[config.mk]
export PLATFORM = sky130hd
export DESIGN_NAME = simd_result_collector
export DESIGN_NICKNAME = d
export VERILOG_FILES = /design/src/rtl/simd_result_collector.sv
export SDC_FILE = /design/constraint.sdc
export NUM_CORES = 1
export LEC_CHECK = 0
export ABC_AREA = 1
export BUFFER_PORTS_ARGS = -buffer_cell sky130_fd_sc_hd__clkbuf_2
export CAP_MARGIN = 15
export CELL_PAD_IN_SITES_DETAIL_PLACEMENT = 0
export CELL_PAD_IN_SITES_GLOBAL_PLACEMENT = 2
export CORE_AREA = 4 4 420 422
export DETAILED_ROUTE_END_ITERATION = 8
export DIE_AREA = 0 0 424 426
export PLACE_DENSITY_LB_ADDON = 0.1
export SYNTH_ARGS = -nofsm -noshare
export SYNTH_HDL_FRONTEND = slang
export SYNTH_SLANG_ARGS = --single-unit
[constraint.sdc]
create_clock -name clk -period 15.28 [get_ports clk]
set_input_delay 3.82 -clock clk [delete_from_list [all_inputs] [get_ports clk]]
set_output_delay 3.82 -clock clk [all_outputs]
set_load 0.1 [all_outputs]
[src/rtl/simd_result_collector.sv]
// Collects the four lanes' result/extra_result pairs into a small vector FIFO
// and streams each stored vector out as eight 32-bit words over valid/ready.
module simd_result_collector #(
  parameter int DEPTH = 4,
  parameter int CNT_W = 3
) (
  input  logic             clk,
  input  logic             reset,
  input  logic             flush,
  input  logic             res_valid,
  input  logic [31:0]      out_procc0,
  input  logic [31:0]      out_extra_procc0,
  input  logic [31:0]      out_procc1,
  input  logic [31:0]      out_extra_procc1,
  input  logic [31:0]      out_procc2,
  input  logic [31:0]      out_extra_procc2,
  input  logic [31:0]      out_procc3,
  input  logic [31:0]      out_extra_procc3,
  output logic [31:0]      out_data,
  output logic             out_valid,
  input  logic             out_ready,
  output logic [2:0]       out_tag,
  output logic             out_last,
  output logic [CNT_W-1:0] fifo_count,
  output logic             busy,
  output logic             overflow,
  output logic [7:0]       drop_count
);

  localparam int PTR_W = $clog2(DEPTH);
  localparam logic [CNT_W-1:0] DEPTH_C = CNT_W'(DEPTH);
  localparam logic IDLE = 1'b0;
  localparam logic SEND = 1'b1;

  logic [255:0]     mem_q [DEPTH];
  logic [255:0]     hold_q, hold_d;
  logic [PTR_W-1:0] wrPtr_q, wrPtr_d, rdPtr_q, rdPtr_d;
  logic [CNT_W-1:0] count_q, count_d;
  logic             state_q, state_d;
  logic [2:0]       idx_q, idx_d;
  logic             overflow_q, overflow_d;
  logic [7:0]       dropCnt_q, dropCnt_d;
  logic             pop, push, drop;
  logic [7:0]       wordBase;
  logic [255:0]     laneVec;

  assign laneVec = {out_procc0, out_extra_procc0, out_procc1, out_extra_procc1,
                    out_procc2, out_extra_procc2, out_procc3, out_extra_procc3};

  // The last handshake of a vector reloads the hold register directly when
  // more data is queued, so consecutive vectors stream without a bubble.
  always_comb begin
    state_d = state_q;
    idx_d   = idx_q;
    pop     = 1'b0;
    case (state_q)
      IDLE: begin
        if (count_q != '0) begin
          pop     = 1'b1;
          idx_d   = 3'd0;
          state_d = SEND;
        end
      end
      default: begin
        if (out_ready) begin
          if (idx_q != 3'd7) begin
            idx_d = idx_q + 3'd1;
          end else if (count_q != '0) begin
            pop   = 1'b1;
            idx_d = 3'd0;
          end else begin
            state_d = IDLE;
          end
        end
      end
    endcase
  end

  always_comb begin
    push       = res_valid & ((count_q != DEPTH_C) | pop);
    drop       = res_valid & ~push;
    wrPtr_d    = push ? wrPtr_q + PTR_W'(1) : wrPtr_q;
    rdPtr_d    = pop ? rdPtr_q + PTR_W'(1) : rdPtr_q;
    hold_d     = pop ? mem_q[rdPtr_q] : hold_q;
    overflow_d = overflow_q | drop;
    dropCnt_d  = (drop && dropCnt_q != 8'hFF) ? dropCnt_q + 8'd1 : dropCnt_q;
    count_d    = count_q;
    if (push && !pop) begin
      count_d = count_q + CNT_W'(1);
    end else if (pop && !push) begin
      count_d = count_q - CNT_W'(1);
    end
  end

  // Vector storage carries no reset; only the pointers define what is valid.
  always_ff @(posedge clk) begin
    if (push && !flush) begin
      mem_q[wrPtr_q] <= laneVec;
    end
  end

  always_ff @(posedge clk or negedge reset) begin
    if (!reset) begin
      state_q    <= IDLE;
      idx_q      <= 3'd0;
      hold_q     <= '0;
      wrPtr_q    <= '0;
      rdPtr_q    <= '0;
      count_q    <= '0;
      overflow_q <= 1'b0;
      dropCnt_q  <= 8'd0;
    end else if (flush) begin
      state_q    <= IDLE;
      idx_q      <= 3'd0;
      hold_q     <= '0;
      wrPtr_q    <= '0;
      rdPtr_q    <= '0;
      count_q    <= '0;
      overflow_q <= 1'b0;
      dropCnt_q  <= 8'd0;
    end else begin
      state_q    <= state_d;
      idx_q      <= idx_d;
      hold_q     <= hold_d;
      wrPtr_q    <= wrPtr_d;
      rdPtr_q    <= rdPtr_d;
      count_q    <= count_d;
      overflow_q <= overflow_d;
      dropCnt_q  <= dropCnt_d;
    end
  end

  // Word 0 (lane 0 result) sits in the top bits of the hold register.
  assign wordBase   = {3'd7 - idx_q, 5'd0};
  assign out_valid  = (state_q == SEND);
  assign out_data   = out_valid ? hold_q[wordBase +: 32] : 32'd0;
  assign out_tag    = out_valid ? idx_q : 3'd0;
  assign out_last   = out_valid & (idx_q == 3'd7);
  assign fifo_count = count_q;
  assign busy       = (state_q == SEND) | (count_q != '0);
  assign overflow   = overflow_q;
  assign drop_count = dropCnt_q;

endmodule

==> results of run 1 <==
[kinds of logic after synthesis]
logic type | after synthesis
adders and majority gates | 8
and+or+nand+nor | 1533
buffers and inverters | 460
xor gates and xnor gates | 4
DFF | 1300
AOI/OAI and AO/OA | 911
[sequential cells by signal, indices dropped and copies added (netlist names)]
register,flops
mem_q,1024
wrPtr_q,2
overflow,1
drop_count,8
idx_q,3
fifo_count,3
rdPtr_q,2
hold_q,256
out_valid,1
[how the worst max path moves through the flow]
stage | start | end
floorplan | out_ready | mem_q[0][0]
global placement | out_ready | mem_q[0][155]
detailed placement | out_ready | mem_q[2][5]
CTS | idx_q[0] | out_data[26]
global route | idx_q[0] | out_data[8]
finish | idx_q[0] | out_data[26]
[power by group through the flow]
stage               Combinational [mW]  Sequential [mW]  Clock (mW)
finish                            3.17             4.46        3.55
global route                      3.47             4.50        3.80
CTS                               3.29             4.46        3.66
detailed placement                3.28             4.53           0
global placement                  3.28             4.53           0
floorplan                         2.03             4.49           0
[worst max-delay path: stages (launching register included)]
cell      delay [ns]
dfrtp_4         0.75
inv_4           0.42
buf_4           0.84
o21ai_0         0.21
nand2_1         0.12
nand3_1         0.12
nand2_1         0.32
clkbuf_2        0.52
[final cells by class]
type | instances | area [µm²]
diodes | 12 | 30.0
clock buffers | 218 | 4290
clock inverters | 62 | 567
fillers | 17200 | 113000
inverters | 166 | 659
multi-input cells | 2456 | 12000
flip-flops and latches | 1300 | 37700
well taps | 2325 | 2910
repair buffers | 359 | 2000
[Yosys cell counts (2+ instances only)]
cell / n
a21oi_1: 134
buf_1: 26
buf_2: 121
buf_4: 7
buf_6: 8
clkbuf_1: 132
dfrtp_1: 276
edfxtp_1: 1024
ha_1: 7
inv_1: 162
inv_2: 3
nand2_1: 813
nand2_2: 3
nand3_1: 435
nand3b_1: 3
nand4_1: 5
nor2_1: 270
o21ai_0: 479
o21ai_1: 40
o22a_1: 128
o22ai_1: 88
o22ai_2: 40
xnor2_1: 2
xor2_1: 2
[through the flow]
stage / TNS, ns / total power [mW] / instances / util / hold WS, ns
after floorplan: -706.38 / 6.52 / 4216 / - / 0.475
after global placement: 0 / 7.81 / 6606 / 0.319 / 0.483
after detailed placement: 0 / 7.81 / 6606 / 0.319 / 0.491
after CTS: 0 / 11.4 / 6886 / 0.347 / 0.505
after global routing: 0 / 11.8 / 6893 / 0.347 / 0.526
final: 0 / 11.2 / 6898 / 0.348 / 0.499
[routing by layer]
| metal | wire (µm) | vias up | GRT usage |
|---|---|---|---|
| met4 | 5780 | 10 | 0.0640 |
| met2 | 92100 | 611 | 0.346 |
| met3 | 5960 | 253 | 0.0285 |
| met5 | 59 | - | 0 |
| li1 | - | 15500 | - |
| met1 | 73400 | 16500 | 0.239 |
==> key figures, run 1 <==
Status
  • Status: completed

Synth
  • Mean Syn Cell Area: ~12 µm²
  • Yosys cell types: 32
  • Sequential element share of the synthesized area: 0.730
  • Synth area leaders: edfxtp_1, dfrtp_1, nand2_1, o21ai_0, nand3_1
  • Synth Register Bits: approximately 1.3k
  • Post-synthesis cell area: 51600 µm²
  • Largest family of logic cells by synthesized area: simple AND/OR/NAND/NOR gates
  • Dominant cell type by area after synthesis: edfxtp_1
  • Post-synth top flop: edfxtp_1
  • Mapped Nets: 4485
  • Ys async rst share: 0.212
  • Adder-Cell Fraction of Synth Area: 0.00209
  • Synth warnings: 0
  • Cells after Synth: 4216
  • Xor/xnor share of the synthesized area: 0.000679
  • Synth Area in Compound Gates: 0.106
  • Post-Synth Simple-Gate Area: 0.123
  • Multiplexer area fraction after synthesis: 0
  • Post-synth EDFFs: 1024
  • Share of the synthesized area in the top cell type: 0.596

Pwr
  • Maximum vdd drop: 0.149 mV
  • Pleak: ~22 nW
  • Reg power frac: 0.399
  • P per Cell Area: around 190 nW/µm²
  • Gate power share: 0.284
  • Cell-internal power: ~7.1 mW
  • Switch Pwr: 4.08 mW
  • Sw Ratio: 0.365
  • Clock network power share: 0.317

Drt
  • Drt drc: 0
  • Avg WL per Cell: roughly 26 µm
  • DRT Pass-1 Iters: 6
  • Final WL: 177000 µm
  • DRT antenna net count: 0
  • Vias: 32.9k
  • Via/cell ratio: 4.76
  • DR iter-0 viols: 1922

GRT
  • GRT Total Usage: 0.194
  • Number of global-route vias before repair: roughly 33k
  • Antenna violations before repair: 51
  • First-pass GRT wire length: 251000 µm
  • Largest net degree at the start of global routing: 205
  • Gr ovfl total: 0

Clocking
  • TritonCTS buffer count: around 150
  • Clk_lat worst skew: roughly 0.77 ns
  • Reg clk slew, reported paths: around 0.060 ns
  • Setup bufs post-CTS: 0
  • Number of sinks on the clock net: 1300
  • Hold-fix buffers, CTS: 0
  • CTS tree: done
  • Post-CTS Resized: 0
  • Root Buffer: clkbuf_16
  • Max H-tree Level: 4
  • Bufs on Longest Clock Path: 3

STA
  • Clock skew: 0.0232 ns
  • Final Hold Viols: 0
  • Crit share post-route: 0.523
  • Slew HR: 0.191
  • Tmin final: 7.99 ns
  • Worst Slack Setup Final: roughly 7.3 ns
  • Final setup fails: 0
  • Fin. max-slew vios: 0
  • F_max: 0.125 GHz
  • RSZ-0062 raised after global routing: false
  • Slew @ Worst Pin: 1.21 ns

Critical path
  • Reg2reg start: idx_q[0]
  • FF-to-FF End: mem_q[2][4]
  • CP required: 11.46 ns
  • Worst Reg-to-Reg Cells: 13
  • CP Class: flip-flop to output port
  • Highest net fanout along the worst path: 94
  • FF-to-FF setup slack: a little over 10 ns
  • CP startpoint kind: flip-flop
  • Crit path DAT: approximately 4.2 ns
  • Crit end category: output port

Final layout
  • Layout area overhead: 16.6%
  • Final Cell Area: around 60000 µm²
  • Share of layout cells above drive strength 1: 0.139
  • Final nets: ~4.7k
  • Commonest cells after routing, fill and taps aside: edfxtp_1, nand2_1, o21ai_0, nand3_1, clkbuf_2
  • Commonest non-fill, non-tap cell in the layout: edfxtp_1

Place
  • I/O Buffers: 310
  • Pre-CTS setup slack: 7.56 ns
  • Hpwl dp: 109000 µm
  • Placed Area: about 55000 µm²
  • Final GP Congestion: 0.775

Die
  • Die area: about 180000 µm²
  • Die height: 426 µm
  • Starting density of the core: 0.298
  • Core area: 173000 µm²
  • Ports: around 310
  • Num rows: approximately 150
  • DIE WIDTH: approximately 420 µm

Hold path
  • Hold Path Origin: overflow
  • Hold Path Cell Cnt: 1
  • Hold WC Path Type: flip-flop to flip-flop
  • Worst hold path endpoint: overflow

Flow run
  • # Max-Cap Violations: 0
Note: power is estimated with default switching activity, not from simulation.
==> inputs of run 2 (changes only) <==
==> constraint.sdc (replaced) <==
create_clock -name clk -period 7.4 [get_ports clk]
set_input_delay 1.85 -clock clk [delete_from_list [all_inputs] [get_ports clk]]
set_output_delay 1.85 -clock clk [all_outputs]
set_load 0.1 [all_outputs]
==> run 2 against run 1 <==
  * Via count hardly changed
  * Combinational power is 120% higher
  * Final cell count hardly changed
  * Clock-buffer cell count is 14 higher
  * Critical path depth stayed put
  * Wire length is 0.28% higher
  * Clock skew is 0.0037 ns higher
  * Hold slack worse by 0.0047 ns
  * Sequential share of layout area is 0.17 points lower
  * Cell area is 0.27% higher
==> key figures, run 2 (synthesized netlist as in run 1, its figures left out) <==
Critical path
  • Crit end category: output port
  • Worst Reg-to-Reg Cells: 12 (-1)
  • Largest stage delay, worst path: 1.01 ns (+0.17 ns)
  • Crit path DAT: 3.75 ns (-0.42 ns)
  • Crit path depth: 7 (unchanged)
  • Slowest cell on crit path: dfrtp_4
  • CP startpoint kind: flip-flop
  • CP delay by family, top: buffers and inverters
  • Buf/Inv on CP: 2 (-1)
  • CP required: 5.55 ns (-5.91 ns)
  • CP Class: flip-flop to output port
  • Highest net fanout along the worst path: 67 (-29%)
  • Cell Chain, Critical Path: inv_4 -> a21oi_1 -> o21ai_0 -> nand2_1 -> nand3_1 -> nand2_1 -> clkbuf_2
  • CP most frequent cell: nand2_1

Drt
  • Highest metal used: met5
  • Met3 WL: 6460 µm (+8.4%)
  • Avg WL per Cell: 25.8 µm (+0.25%)
  • Vias: 32.9k (-0.015%)
  • Met2 wire length: 91700 µm (-0.46%)
  • Met1 WL: 75500 µm (+2.9%)
  • Via/cell ratio: 4.76 (about the same)
  • Final WL: 178000 µm (+0.28%)
  • DRT Pass-1 Iters: 5 (-1)
  • DR iter-0 viols: 1972 (+2.6%)
  • Drt drc: 0 (unchanged)
  • DRT antenna net count: 0 (unchanged)

Flow run
  • # Max-Cap Violations: 0 (unchanged)

Final layout
  • Share of layout cells above drive strength 1: 0.138 (-0.00138)
  • Layout area overhead: 16.9%
  • Commonest non-fill, non-tap cell in the layout: edfxtp_1
  • Commonest cells after routing, fill and taps aside: edfxtp_1, nand2_1, o21ai_0, nand3_1, clkbuf_2
  • Largest Register: mem_q
  • Final nets: 4708 (+0.11%)
  • Final Cell Area: 60300 µm² (+0.27%)
  • Max reg flops: 1024 (unchanged)

Place
  • Final GP Congestion: 0.758 (-2.2%)
  • Placed Area: 55400 µm² (+0.34%)
  • Pre-CTS setup slack: 2.62 ns (-4.94 ns)
  • Hpwl dp: 112000 µm (+2.3%)
  • I/O Buffers: 310 (unchanged)

Hold path
  • Hold WC Path Type: flip-flop to flip-flop
  • Hold Path Cell Cnt: 1 (unchanged)

Clocking
  • CTS tree: done
  • Max H-tree Level: 4 (unchanged)
  • Setup bufs post-CTS: 0 (unchanged)
  • Number of sinks on the clock net: 1300 (unchanged)
  • Root Buffer: clkbuf_16
  • Bufs on Longest Clock Path: 3 (unchanged)
  • Hold-fix buffers, CTS: 0 (unchanged)
  • Clk_lat worst skew: 0.78 ns (about the same)
  • Post-CTS Resized: 0 (unchanged)
  • TritonCTS buffer count: 153 (+1.3%)
  • Reg clk slew, reported paths: 0.06 ns (about the same)

STA
  • Final setup fails: 0 (unchanged)
  • Tmin final: 5.60 ns
  • Worst Slack Setup Final: 1.80 ns (-5.49 ns)
  • Slew HR: 0.234 (+0.0428)
  • Clock skew: 0.0269 ns (+0.00371 ns)
  • Slew @ Worst Pin: 1.14 ns (-0.0762 ns)
  • Setup TNS: 0 ns (unchanged)
  • Crit share post-route: 0.757
  • F_max: 0.179 GHz
  • Fin. max-slew vios: 0 (unchanged)
  • Final Hold Viols: 0 (unchanged)
  • RSZ-0062 raised after global routing: false

Pwr
  • Pleak: 22.3 nW (about the same)
  • Maximum vdd drop: 0.331 mV (+120%)
  • Total Power: 23.5 mW (+110%)
  • P per Cell Area: 389 nW/µm² (+110%)

Die
  • DIE WIDTH: 424 µm (unchanged)
  • Num rows: 153 (unchanged)
  • Core area: 173000 µm² (unchanged)
  • Die area: 181000 µm² (unchanged)
  • Starting density of the core: 0.298 (unchanged)
  • Ports: 311 (unchanged)
  • Die height: 426 µm (unchanged)

GRT
  • GRT Total Usage: 0.194 (about the same)
  • Gr ovfl total: 0 (unchanged)
  • Number of global-route vias before repair: 32.5k (-0.21%)
  • Largest net degree at the start of global routing: 219 (+6.8%)
  • First-pass GRT wire length: 251000 µm (+0.30%)
  • Antenna violations before repair: 33 (-35%)

Status
  • Status: completed
[run 2: cell types whose count changed in the layout (fill, tap and decap cells not counted), sizes merged]
cell and delta:
buf +3, bufinv -4, clkbuf +14, clkinv -15
clkinvlp +3, inv +1
[run 2: path summary, 6_finish.rpt]
kind                          start             to  slack (ns)
min in group asynchronous     reset  drop_count[5]        1.01
max                        idx_q[1]    out_data[9]        1.80
min                        overflow       overflow        0.49
max in group asynchronous     reset    hold_q[154]        5.01
min reg2reg                overflow       overflow        0.49
max reg2reg                idx_q[1]   mem_q[0][27]        3.28
[run 2: worst register-to-register path, stage by stage, from the launching register on]
cell	delay [ns]
dfrtp_4	1.01
ha_1	0.32
ha_1	0.18
inv_1	0.07
nand2_2	0.14
nand2_2	0.10
nand2_1	0.14
nand2_1	0.09
nor2_1	0.17
inv_1	0.20
nor2_4	0.31
buf_4	0.41
buf_4	0.57
[run 2: power breakdown]
part | internal, mW | leakage [nW] | switching (mW)
sequential | 8.75 | 13.0 | 0.477
combinational | 1.61 | 6.91 | 5.31
clock | 4.30 | 2.34 | 3.01
total | 14.7 | 22.3 | 8.80
[run 2: layout make-up]
class	instances	area, µm²
repair buffers	362	2190
flip-flops and latches	1300	37700
diodes	12	30.0
well taps	2325	2910
fillers	17200	113000
clock buffers	232	4420
multi-input cells	2456	12000
inverters	166	659
clock inverters	47	410
[run 2: per-stage QoR]
| step | cells | hold slack (ns) | util |
|---|---|---|---|
| after floorplan | 4216 | 0.475 | - |
| after global placement | 6608 | 0.486 | 0.320 |
| after detailed placement | 6609 | 0.484 | 0.320 |
| after CTS | 6888 | 0.498 | 0.348 |
| after global routing | 6893 | 0.516 | 0.348 |
| final | 6900 | 0.494 | 0.348 |
[run 2: routing by layer]
layer,vias to the layer above,GRT usage
met2,574,0.345
met4,10,0.0498
met1,16500,0.244
met3,242,0.0319
li1,15500,-
met5,-,0
==> inputs of run 3 (changes only) <==
==> constraint.sdc (replaced) <==
create_clock -name clk -period 4.9 [get_ports clk]
set_input_delay 1.225 -clock clk [delete_from_list [all_inputs] [get_ports clk]]
set_output_delay 1.225 -clock clk [all_outputs]
set_load 0.1 [all_outputs]
==> run 3 against run 2 <==
  * Clock skew grew 0.014 ns
  * Combinational power increased by 53%
  * Sequential power increased by 51%
  * Die area did not move
  * Utilization rose by 0.31 points
  * Critical path type unchanged
  * Largest cell class unchanged
  * Largest power group unchanged
  * Highest routed layer unchanged
==> key figures, run 3 (synthesized netlist as in run 1, its figures left out) <==
Clocking
  • Hold-fix buffers, CTS: 0 (unchanged)
  • Post-CTS Resized: 0 (unchanged)
  • Number of sinks on the clock net: 1300 (unchanged)
  • Reg clk slew, reported paths: 0.06 ns (about the same)
  • Setup bufs post-CTS: 0 (unchanged)
  • CTS tree: done
  • Clk_lat worst skew: 0.79 ns (about the same)
  • Bufs on Longest Clock Path: 3 (unchanged)
  • Root Buffer: clkbuf_16
  • Max H-tree Level: 4 (unchanged)
  • TritonCTS buffer count: 152 (-0.65%)

Critical path
  • CP required: 3.67 ns (-1.88 ns)
  • Highest net fanout along the worst path: 45 (-33%)
  • Crit path DAT: 3.35 ns (-0.40 ns)
  • Crit end category: output port
  • CP Class: flip-flop to output port
  • Worst Reg-to-Reg Cells: 12 (unchanged)
  • CP startpoint kind: flip-flop

STA
  • Slew HR: 0.129 (-0.105)
  • Final setup fails: 0 (unchanged)
  • Slew @ Worst Pin: 1.31 ns (+0.170 ns)
  • Hold WS: 0.406 ns (-0.0887 ns)
  • Crit share post-route: 0.934
  • F_max: 0.219 GHz
  • RSZ-0062 raised after global routing: false
  • Fin. max-slew vios: 0 (unchanged)
  • Final Hold Viols: 0 (unchanged)
  • Setup TNS: 0 ns (unchanged)
  • Clock skew: 0.0409 ns (+0.0140 ns)
  • Tmin final: about 4.6 ns

Place
  • Final GP Congestion: 0.773 (+2.0%)
  • I/O Buffers: 310 (unchanged)
  • Placed Area: 56200 µm² (+1.3%)
  • Cells after DPL: 6624 (+0.23%)
  • Hpwl dp: 113000 µm (+0.69%)

Final layout
  • Share of layout cells above drive strength 1: 0.141 (+0.00345)
  • Filler cell count in the final layout: 17.1k (-0.43%)
  • Multi-input logic area: 12100 µm² (+0.36%)
  • Largest Register: mem_q
  • Final Cell Area: 60800 µm² (+0.90%)
  • Layout area overhead: 18.0%
  • Storage cell area: 37700 µm² (unchanged)
  • Final nets: 4722 (+0.30%)
  • Commonest cells after routing, fill and taps aside: edfxtp_1, nand2_1, o21ai_0, nand3_1, clkbuf_2
  • Commonest non-fill, non-tap cell in the layout: edfxtp_1
  • Max reg flops: 1024 (unchanged)
  • Non-filler cells, final: 6911 (+0.16%)

Die
  • DIE WIDTH: 424 µm (unchanged)
  • Die area: 181000 µm² (unchanged)
  • Starting density of the core: 0.298 (unchanged)
  • Ports: 311 (unchanged)
  • Die height: 426 µm (unchanged)
  • Core area: 173000 µm² (unchanged)
  • Num rows: 153 (unchanged)

Pwr
  • P per Cell Area: 579 nW/µm² (+49%)
  • Total Power: 35.3 mW (+50%)
  • Pleak: 22.5 nW (+0.72%)
  • Maximum vdd drop: 0.855 mV (+160%)

Hold path
  • Hold WC Path Type: input port to asynchronous set/reset pin

Drt
  • DR iter-0 viols: 2015 (+2.2%)
  • Final WL: 177000 µm (-0.51%)
  • Met1 WL: 76000 µm (+0.67%)
  • Met2 wire length: 90600 µm (-1.2%)
  • DRT Pass-1 Iters: 5 (unchanged)
  • Drt drc: 0 (unchanged)
  • Met3 WL: 5890 µm (-8.8%)
  • Highest metal used: met5
  • Via/cell ratio: 4.79 (+0.66%)
  • Avg WL per Cell: 25.6 µm (-0.67%)
  • Vias: 33.1k (+0.82%)
  • DRT antenna net count: 0 (unchanged)

Status
  • Status: completed

GRT
  • Largest net degree at the start of global routing: 196 (-11%)
  • Gr ovfl total: 0 (unchanged)
  • Antenna violations before repair: 58 (+76%)
  • Number of global-route vias before repair: 32.6k (+0.19%)
  • First-pass GRT wire length: 252000 µm (about the same)
  • GRT Total Usage: 0.194 (about the same)

Flow run
  • # Max-Cap Violations: 0 (unchanged)
## run 3: cell type report
| cell class | count | area share |
|---|---|---|
| tap | 2325 | 0.0478 |
| timing repair buffer | 377 | 0.0467 |
| multi-input combinational | 2456 | 0.198 |
| clock inverter | 49 | 0.00541 |
| sequential | 1300 | 0.619 |
| inverter | 166 | 0.0111 |
| antenna | 7 | 0.000288 |
| clock buffer | 231 | 0.0715 |
## run 3: power breakdown
part           internal (mW)  switching (mW)  leakage [nW]  total, mW
Sequential              13.2           0.733          13.0       13.9
Combinational           2.76            7.84          7.13       10.6
Clock                   6.22            4.48          2.28       10.7
Total                   22.2            13.1          22.5       35.3
## run 3: through the flow
step                utilization  setup WS [ns]
floorplan                     -          -1.03
finish                    0.352          0.325
global placement          0.324           1.16
global route              0.352          0.146
detailed placement        0.324           1.16
CTS                       0.351          0.276
## run 3: metal layers
layer,GRT usage,vias to the layer above
met5,0,-
met4,0.0529,14
met3,0.0303,275
li1,-,15500
met1,0.248,16700
met2,0.341,627
## run 3: path summary, 6_finish.rpt
| check | start | endpoint | slack (ns) |
|---|---|---|---|
| max reg2reg | idx_q[0] | mem_q[2][60] | 1.40 |
| min | reset | drop_count[5] | 0.41 |
| max in group asynchronous | reset | hold_q[57] | 3.42 |
| max | idx_q[1] | out_data[15] | 0.32 |
| min reg2reg | overflow | overflow | 0.51 |
| min in group clk | overflow | overflow | 0.51 |
## run 3: critical path: stages (launching register included)
cell	delay [ns]
dfrtp_4	0.79
inv_4	0.36
buf_4	0.35
a21oi_1	0.16
o21ai_0	0.10
nand2_1	0.08
nand3_1	0.12
nand2_1	0.29
buf_12	0.22
